**src/rtl/alu.sv**
```systemverilog
// Registered ALU: bitwise ops, add/sub, multiply, compare and one-bit shift on SIZE-bit
// operands. The result and flag register one cycle after an enabled edge.
module alu #(
    parameter int SIZE = 4
) (
    input  logic              clk,
    input  logic              rst,
    input  logic              enable,
    input  logic [3:0]        command,
    input  logic [SIZE-1:0]   a,
    input  logic [SIZE-1:0]   b,
    output logic              overflow,
    output logic [2*SIZE-1:0] result
);

    localparam int W2 = 2 * SIZE;

    localparam logic [3:0] CMD_AND   = 4'h0;
    localparam logic [3:0] CMD_OR    = 4'h1;
    localparam logic [3:0] CMD_XOR   = 4'h2;
    localparam logic [3:0] CMD_NOT   = 4'h3;
    localparam logic [3:0] CMD_ADDU  = 4'h4;
    localparam logic [3:0] CMD_ADDS  = 4'h5;
    localparam logic [3:0] CMD_SUBU  = 4'h6;
    localparam logic [3:0] CMD_SUBS  = 4'h7;
    localparam logic [3:0] CMD_MULU  = 4'h8;
    localparam logic [3:0] CMD_MULS  = 4'h9;
    localparam logic [3:0] CMD_CMPU  = 4'hA;
    localparam logic [3:0] CMD_CMPS  = 4'hB;
    localparam logic [3:0] CMD_SHIFT = 4'hC;

    logic [W2-1:0]   result_q, result_d;
    logic            overflow_q, overflow_d;

    logic [SIZE:0]   sum_u;
    logic [SIZE-1:0] diff;
    logic [W2-1:0]   prod_u;
    logic [W2-1:0]   prod_s;
    logic [SIZE-1:0] narrow;
    logic [W2-1:0]   wide;
    logic            use_wide;
    logic            prod_s_fits;

    assign sum_u  = {1'b0, a} + {1'b0, b};
    assign diff   = a - b;
    assign prod_u = {{SIZE{1'b0}}, a} * {{SIZE{1'b0}}, b};
    // Sign-extending both operands makes the low W2 bits of the plain product the signed product.
    assign prod_s = {{SIZE{a[SIZE-1]}}, a} * {{SIZE{b[SIZE-1]}}, b};
    assign prod_s_fits = (&prod_s[W2-1:SIZE-1]) || !(|prod_s[W2-1:SIZE-1]);

    // NOTE: every always_comb output gets a default first so no path leaves it unassigned (no latch).
    always_comb begin
        narrow     = '0;
        wide       = '0;
        use_wide   = 1'b0;
        overflow_d = 1'b0;
        case (command)
            CMD_AND:  narrow = a & b;
            CMD_OR:   narrow = a | b;
            CMD_XOR:  narrow = a ^ b;
            CMD_NOT:  narrow = ~a;
            CMD_ADDU: begin
                narrow     = sum_u[SIZE-1:0];
                overflow_d = sum_u[SIZE];
            end
            CMD_ADDS: begin
                narrow     = sum_u[SIZE-1:0];
                overflow_d = (a[SIZE-1] == b[SIZE-1]) && (sum_u[SIZE-1] != a[SIZE-1]);
            end
            CMD_SUBU: narrow = diff;
            CMD_SUBS: begin
                narrow     = diff;
                overflow_d = (a[SIZE-1] != b[SIZE-1]) && (diff[SIZE-1] != a[SIZE-1]);
            end
            CMD_MULU: begin
                // Result MSB is dropped: the product is taken modulo 2^(W2-1).
                wide       = {1'b0, prod_u[W2-2:0]};
                use_wide   = 1'b1;
                overflow_d = |prod_u[W2-1:SIZE];
            end
            CMD_MULS: begin
                narrow     = prod_s[SIZE-1:0];
                overflow_d = !prod_s_fits;
            end
            CMD_CMPU: begin
                if (a == b)     narrow = SIZE'(2);
                else if (a > b) narrow = SIZE'(1);
            end
            CMD_CMPS: begin
                if (a == b)                      narrow = SIZE'(2);
                else if ($signed(a) > $signed(b)) narrow = SIZE'(1);
            end
            CMD_SHIFT: narrow = b[0] ? {a[SIZE-2:0], b[1]} : {b[1], a[SIZE-1:1]};
            default: ;
        endcase
        result_d = use_wide ? wide : {{SIZE{1'b0}}, narrow};
    end

    // NOTE: sequential state uses non-blocking assignments so all registers update together.
    always_ff @(posedge clk) begin
        if (rst) begin
            result_q   <= '0;
            overflow_q <= 1'b0;
        end else if (enable) begin
            result_q   <= result_d;
            overflow_q <= overflow_d;
        end
    end

    assign result   = result_q;
    assign overflow = overflow_q;

endmodule

```
**config.mk**
```make
export PLATFORM = sky130hd
export DESIGN_NAME = alu
export DESIGN_NICKNAME = d
export VERILOG_FILES = /design/src/rtl/alu.sv
export SDC_FILE = /design/constraint.sdc
export NUM_CORES = 1
export LEC_CHECK = 0
export CORE_MARGIN = 4
export CORE_UTILIZATION = 59
export CTS_BUF_LIST = sky130_fd_sc_hd__clkbuf_2 sky130_fd_sc_hd__clkbuf_4 sky130_fd_sc_hd__clkbuf_8
export CTS_CLUSTER_DIAMETER = 150
export DETAILED_ROUTE_END_ITERATION = 16
export PLACE_DENSITY = 0.91
export SYNTH_ARGS = -nofsm -noshare
export SYNTH_HDL_FRONTEND = slang
export SYNTH_SLANG_ARGS = --single-unit
```
**constraint.sdc**
```tcl
create_clock -name clk -period 4.8 [get_ports clk]
set_clock_uncertainty 0.05 [all_clocks]
set_input_delay 0.72 -clock clk [delete_from_list [all_inputs] [get_ports clk]]
set_output_delay 0.72 -clock clk [all_outputs]
set_load 0.03 [all_outputs]
```
==> flow_summary.ini <==
[critical_path]
critPathTopFamily = adder cells
critPathBufInv = 5
r2r-end = result[1]$_SDFFE_PP0P_
cp-end-kind = register
cp.arrival_ps = 4600
crit_chain = clkdlybuf4s50_1 -> nand2_1 -> fa_1 -> inv_1 -> fa_1 -> inv_1 -> fa_1 -> inv_1 -> ha_1 -> inv_1 -> fa_1 -> nand2b_1 -> a21oi_1 -> xnor3_1 -> o311ai_2 -> a311oi_1
crit_slowest_cell = fa_1
cp-startpoint = a[1]
crit_path_max_fanout = 2
critPathLaunchType = primary input
r2r_cells = 4
worstPathRequired_ps = 4880
r2r_setup_slack_ps = 3960
path_class = in -> reg
rr_startpoint = result[1]$_SDFFE_PP0P_
max_stage_delay_ps = 540

[yosys]
synth-seq-cells = 8
synthTopCellsByCount = 35 x inv_1, 33 x ha_1, 18 x a21oi_1
yosysWarnings = 0
netlist.area_leader.share_pct = 20.0
synth_most_common_cell = inv_1
synth_edf_count = 0
synth_area_leader_cell = ha_1
synthArstFlopShare_pct = 0
synth.distinct_cells = 52
syn_area_mm2 = 0.00206
syn_nets = 319
synth_ff_type = dfxtp_1
postSynthCellCount = 256
synth-seq-area-share_pct = 7.76
synth_area_leaders = ha_1 20%, fa_1 15%, dfxtp_1 7.8%
synth_area_per_cell_um2 = 8.06

[drt]
viasPerCell = 5.87
drt_iter0_drc = 160
routed_wl_mm = 5.23
routedWlPerCell_um = 15.9
ant_nets = 0
drc = 0
first_pass_iters = 4
dr_total_vias = 1936

[cts]
cts_root_buf = clkbuf_4
ctsHoldBuffers = 0
cts_setup_buffers = 0
clock_latency_ps = 260
clkTransAtPathRegs_ps = 50
cts_buffers = 3
cts_sinks = 8
cts_tree = done
cts.htree.levels = 1
clock_tree.buffer_depth = 2

[global_routing]
grt_max_degree = 19
grt_pass1_wl_mm = 8.78
gr-usage-all-layers_pct = 25.4
overflow = 0
grt_pass1_vias = 1982
grt_antenna_before_repair = 0

[worst_hold_path]
holdPathEnd = result[4]$_SDFFE_PP0P_
worstHoldStart = result[4]$_SDFFE_PP0P_
whs_path_depth = 2
hold_class = reg -> reg

[power_and_ir_drop]
power_density_mw_per_mm2 = 177
power_leakage_nw = 1.15
finalPower_w = 0.000429
vdd_ir_drop_max_mv = 0.138

[timing]
relSlewSlack_pct = 58.7
setup_viol = 0
period_minus_slack_ps = 4520
worst_slew_pin_slew_ps = 617
fmax_ghz = 0.221
maxSlewViolCount = 0
fin_crit_sh_pct = 94.1
hold_viol = 0
grt_setup_unrepaired = no

[placement]
place_congestion = 0.916
hpwl_mm = 4.36
post_dp_cell_area_mm2 = 0.00239
placedCellCount = 327
io_buffers = 22

[floorplanning]
start_util_pct = 61.4
rows = 21
die_area_mm2 = 0.00451
die_x_um = 67.2
core_mm2 = 0.00336
dieHeight_um = 67.2
ios = 24

[cells_and_area]
n_antenna_cell = 0
finalInstanceArea_mm2 = 0.00242
drive_gt1_share_pct = 8.80
syn_to_final_growth_pct = 17.2
finalNonFillerCells = 330
final_net_count = 349
fill_cells = 284

[outcome]
outcome = finished, final reports clean

[flow_run]
drv_cap = 0
-- how the worst max path moves through the flow --
stage | slack, ps | endpoint | cells after the start
floorplan | 440 | overflow$_SDFFE_PP0P_ | 16
global placement | -70 | overflow$_SDFFE_PP0P_ | 16
detailed placement | -180 | overflow$_SDFFE_PP0P_ | 16
CTS | 90 | overflow$_SDFFE_PP0P_ | 16
global route | 80 | overflow$_SDFFE_PP0P_ | 17
finish | 280 | overflow$_SDFFE_PP0P_ | 16
-- final cells by class --
type | count | area, µm² | share of cell area [%]
clock buffer | 3 | 22.5 | 0.931
inverter | 36 | 135 | 5.59
multi-input combinational | 200 | 1710 | 70.7
sequential | 8 | 160 | 6.62
tap | 46 | 57.6 | 2.38
timing repair buffer | 37 | 333 | 13.8
-- kinds of logic after synthesis --
| group | after synthesis | share of synthesized area (%) |
|---|---|---|
| AND/OR/NAND/NOR | 71 | 18.1 |
| AO/OA/AOI/OAI | 59 | 18.2 |
| adder cells (fa/ha/maj) | 48 | 34.5 |
| buffers and inverters | 48 | 9.76 |
| XOR/XNOR | 14 | 7.33 |
| flip-flops | 8 | 7.76 |
| multiplexers | 7 | 4.12 |
| other | 1 | 0.182 |
-- sequential cells by signal (all words and copies together) (netlist names) --
register / flops
overflow: 1
result: 7
-- cells in the final DEF (no fill, tap or decap), types with 2 or more instances in the layout --
cell and instances:
mux2_2 2, nand3b_1 3, nor2b_1 6, mux2i_1 4, ha_1 33, fa_1 15, a21oi_1 18, nor3b_1 3
inv_1 35, a31oi_1 4, nand2b_1 10, o21ai_0 10, nand3_1 5, clkdlybuf4s50_1 22, o21bai_1 4, nor3_1 2
and3_1 2, a32oi_1 2, o22ai_1 3, xnor2_1 7, a21o_1 3, nor2_1 16, xor2_1 5, nand2_1 15
nand4_1 2, o211ai_1 2, o32ai_1 2, and2_1 3, dfxtp_1 8, a21boi_0 2, buf_4 15, a211oi_1 2
clkbuf_4 3
-- tightest hold or removal path: cells and delay by family, from the launching register on --
family,cells,cell delay [ps]
simple gates,1,70
compound gates,1,60
flops,1,310
-- report_power, final --
part | leakage (nW) | switching, W | internal [W]
registers | 0.0655 | 0.00000173 | 0.0000702
clock network | 0.0138 | 0.0000254 | 0.0000288
logic | 1.07 | 0.000167 | 0.000136
-- metrics by stage --
step           setup WS [ps]  hold WS [ps]  TNS (ps)  utilization (%)
3_5_place_dp            -179           418      -179             71.0
3_3_place_gp           -67.0           406     -67.0             71.0
6_report                 284           429         0             71.9
2_1_floorplan            443           543         0                -
4_1_cts                 89.6           427         0             71.7
5_1_grt                 79.1           448         0             71.9
-- per-layer routing --
metal | GRT usage [%] | vias up | wire length (µm)
li1 | - | 932 | -
met1 | 30.3 | 923 | 2140
met2 | 45.3 | 61 | 2730
met3 | 4.49 | 20 | 219
met4 | 9.37 | 0 | 146
met5 | 0 | - | 0
-- repair_timing --
item | in CTS | in global routing
setup endpoints to repair | 0 | 1
resized for setup | 0 | 1
endpoints found under the hold margin | 0 | 0
Note: power is estimated with default switching activity, not from simulation.
==> variant: new RTL, same flow settings <==
Set the parameter `SIZE` to 2 (it was 4).
--- a/src/rtl/alu.sv
+++ b/src/rtl/alu.sv
@@ -2,5 +2,5 @@
 // operands. The result and flag register one cycle after an enabled edge.
 module alu #(
-    parameter int SIZE = 4
+    parameter int SIZE = 2
 ) (
     input  logic              clk,
Ports: changed (resized a, b and result); port bits go from 24 to 16. The function was not compared with the original's and may differ.
==> variant against the original RTL <==
Critical path depth is 8 lower; design area is 63% lower; wire length shrank 69%; via count down 63%; utilization is 5.4 points higher; final cell count fell by 64%; power is 65% lower; clock power fell by 24%; synthesized area down 64%; setup slack better by 1400 ps; sequential cell count shrank 4; critical endpoint unchanged; worst hold slack better by 44 ps.
==> variant: results (changes against the original RTL) <==
.. list-table::
   :header-rows: 1

   * - Metric
     - Value
   * - Result of the run
     - complete, no violations (unchanged)
   * - NumNets Final
     - 131 (was 349)
   * - Met1 wire length
     - 723 um (was 2.135 mm)
   * - LEAKAGE
     - 0.3681 nW (was 1.150 nW)
   * - Final weighted congestion in routability-driven placement
     - 0.9118 (was 0.9157)
   * - Worst Path Max Fanout
     - 7 (was 2)
   * - Topmost layer with routed signal wires
     - met3 (was met4)
   * - WL/cell
     - 13.74 um (was 15.85 um)
   * - Via count of the first global-routing pass
     - 656 (was 1982)
   * - Total of fill cells in the finished design
     - 77 (was 284)
   * - Worst hold-check slack
     - 473.0 ps (was 429.4 ps)
   * - Worst VDD drop
     - 0.1919 mV (was 0.1384 mV)
   * - Capture point of the worst reg-to-reg path
     - result[0]$_SDFFE_PP0P_ (was result[1]$_SDFFE_PP0P_)
   * - Met3 Resource Use GR
     - 0.04149 (was 0.04493)
   * - Most frequent cells after synthesis
     - 13 x nor2_1, 9 x ha_1, 8 x inv_1, 5 x nand2_1 (was 35 x inv_1, 33 x ha_1, 18 x a21oi_1, 16 x nor2_1)
   * - Amount of wire on met3 after detailed routing
     - 91 um (was 219 um)
   * - Placed wire-length estimate after detailed placement
     - 1.331 mm (was 4.359 mm)
   * - GRT Util Overall
     - 0.1906 (was 0.2539)
   * - Worst hold start
     - result[1]$_SDFFE_PP0P_ (was result[4]$_SDFFE_PP0P_)
   * - Maximum number of pins on one net before global-route repair
     - 15 (was 19)
   * - Depth of the worst register-to-register path
     - 3 (was 4)
   * - Global-route wire length before repair
     - 2.815 mm (was 8.783 mm)
   * - Reg2Reg Setup Slack
     - 3940 ps (was 3960 ps)
   * - Flip-flop count of the largest register, all copies and words added
     - 3 (was 7)
   * - Hold Crit Endpoint
     - result[1]$_SDFFE_PP0P_ (was result[4]$_SDFFE_PP0P_)
   * - DRT iter0 DRCs
     - 28 (was 160)
   * - Wire length reported by the detailed router
     - 1.635 mm (was 5.231 mm)
   * - Cells taking the most area after synthesis
     - ha_1 15%, dfxtp_1 11%, fa_1 11%, nor2_1 6.5%, mux2i_1 4.0% (was ha_1 20%, fa_1 15%, dfxtp_1 7.8%, inv_1 6.4%, a21oi_1 4.4%)
[variant: cell count changes after synthesis, moves of 7 or more]
cell	before	now
fa_1	15	4
xnor2_1	7	0
o21ai_0	10	1
ha_1	33	9
a21oi_1	18	1
nand2_1	15	5
nand2b_1	10	1
inv_1	35	8
[variant: kinds of logic (layout without fill, tap and decap cells)]
family,after synthesis,after routing,share of synthesized area
other,1,1,0.005012
adders and majority gates,13,13,0.2575
xor gates and xnor gates,2,2,0.02342
muxes,4,4,0.05518
DFF,4,4,0.1070
buffers and inverters,14,26,0.09362
and+or+nand+nor,36,36,0.2609
AOI/OAI and AO/OA,19,19,0.1973
[variant: stage by stage]
step | total power [W] | setup slack (ps) | cell area (sq um)
finish | 0.0001522 | 1676 | 893.4
global route | 0.0001645 | 1526 | 893.4
CTS | 0.0001547 | 1670 | 893.4
detailed placement | 0.0001109 | 1425 | 870.8
global placement | 0.0001085 | 1537 | 870.8
floorplan | 0.00008652 | 2357 | 748.2
[variant: worst max-delay path: cells and delay by family]
family                   cells  cell delay (ps)
adder cells (fa/ha/maj)      1              500
buffers and inverters        2              880
AND/OR/NAND/NOR              2              650
AO/OA/AOI/OAI                3              440
[variant: area by class of cell]
type                            count  area, sq um  share of cell area
Sequential cell                     4        80.08             0.08964
Timing Repair Buffer               14        140.1              0.1569
Clock buffer                        3        22.52             0.02521
Inverter                            9        35.03             0.03922
Multi-Input combinational cell     75        598.1              0.6695
Tap cell                           14        17.52             0.01961
[variant: report_power, final]
part | internal (W) | leakage [nW] | total (W) | switching [W]
logic | 0.0000333 | 0.321 | 0.0000744 | 0.0000411
registers | 0.0000355 | 0.0329 | 0.0000366 | 0.00000101
clock network | 0.0000279 | 0.0138 | 0.0000413 | 0.0000133
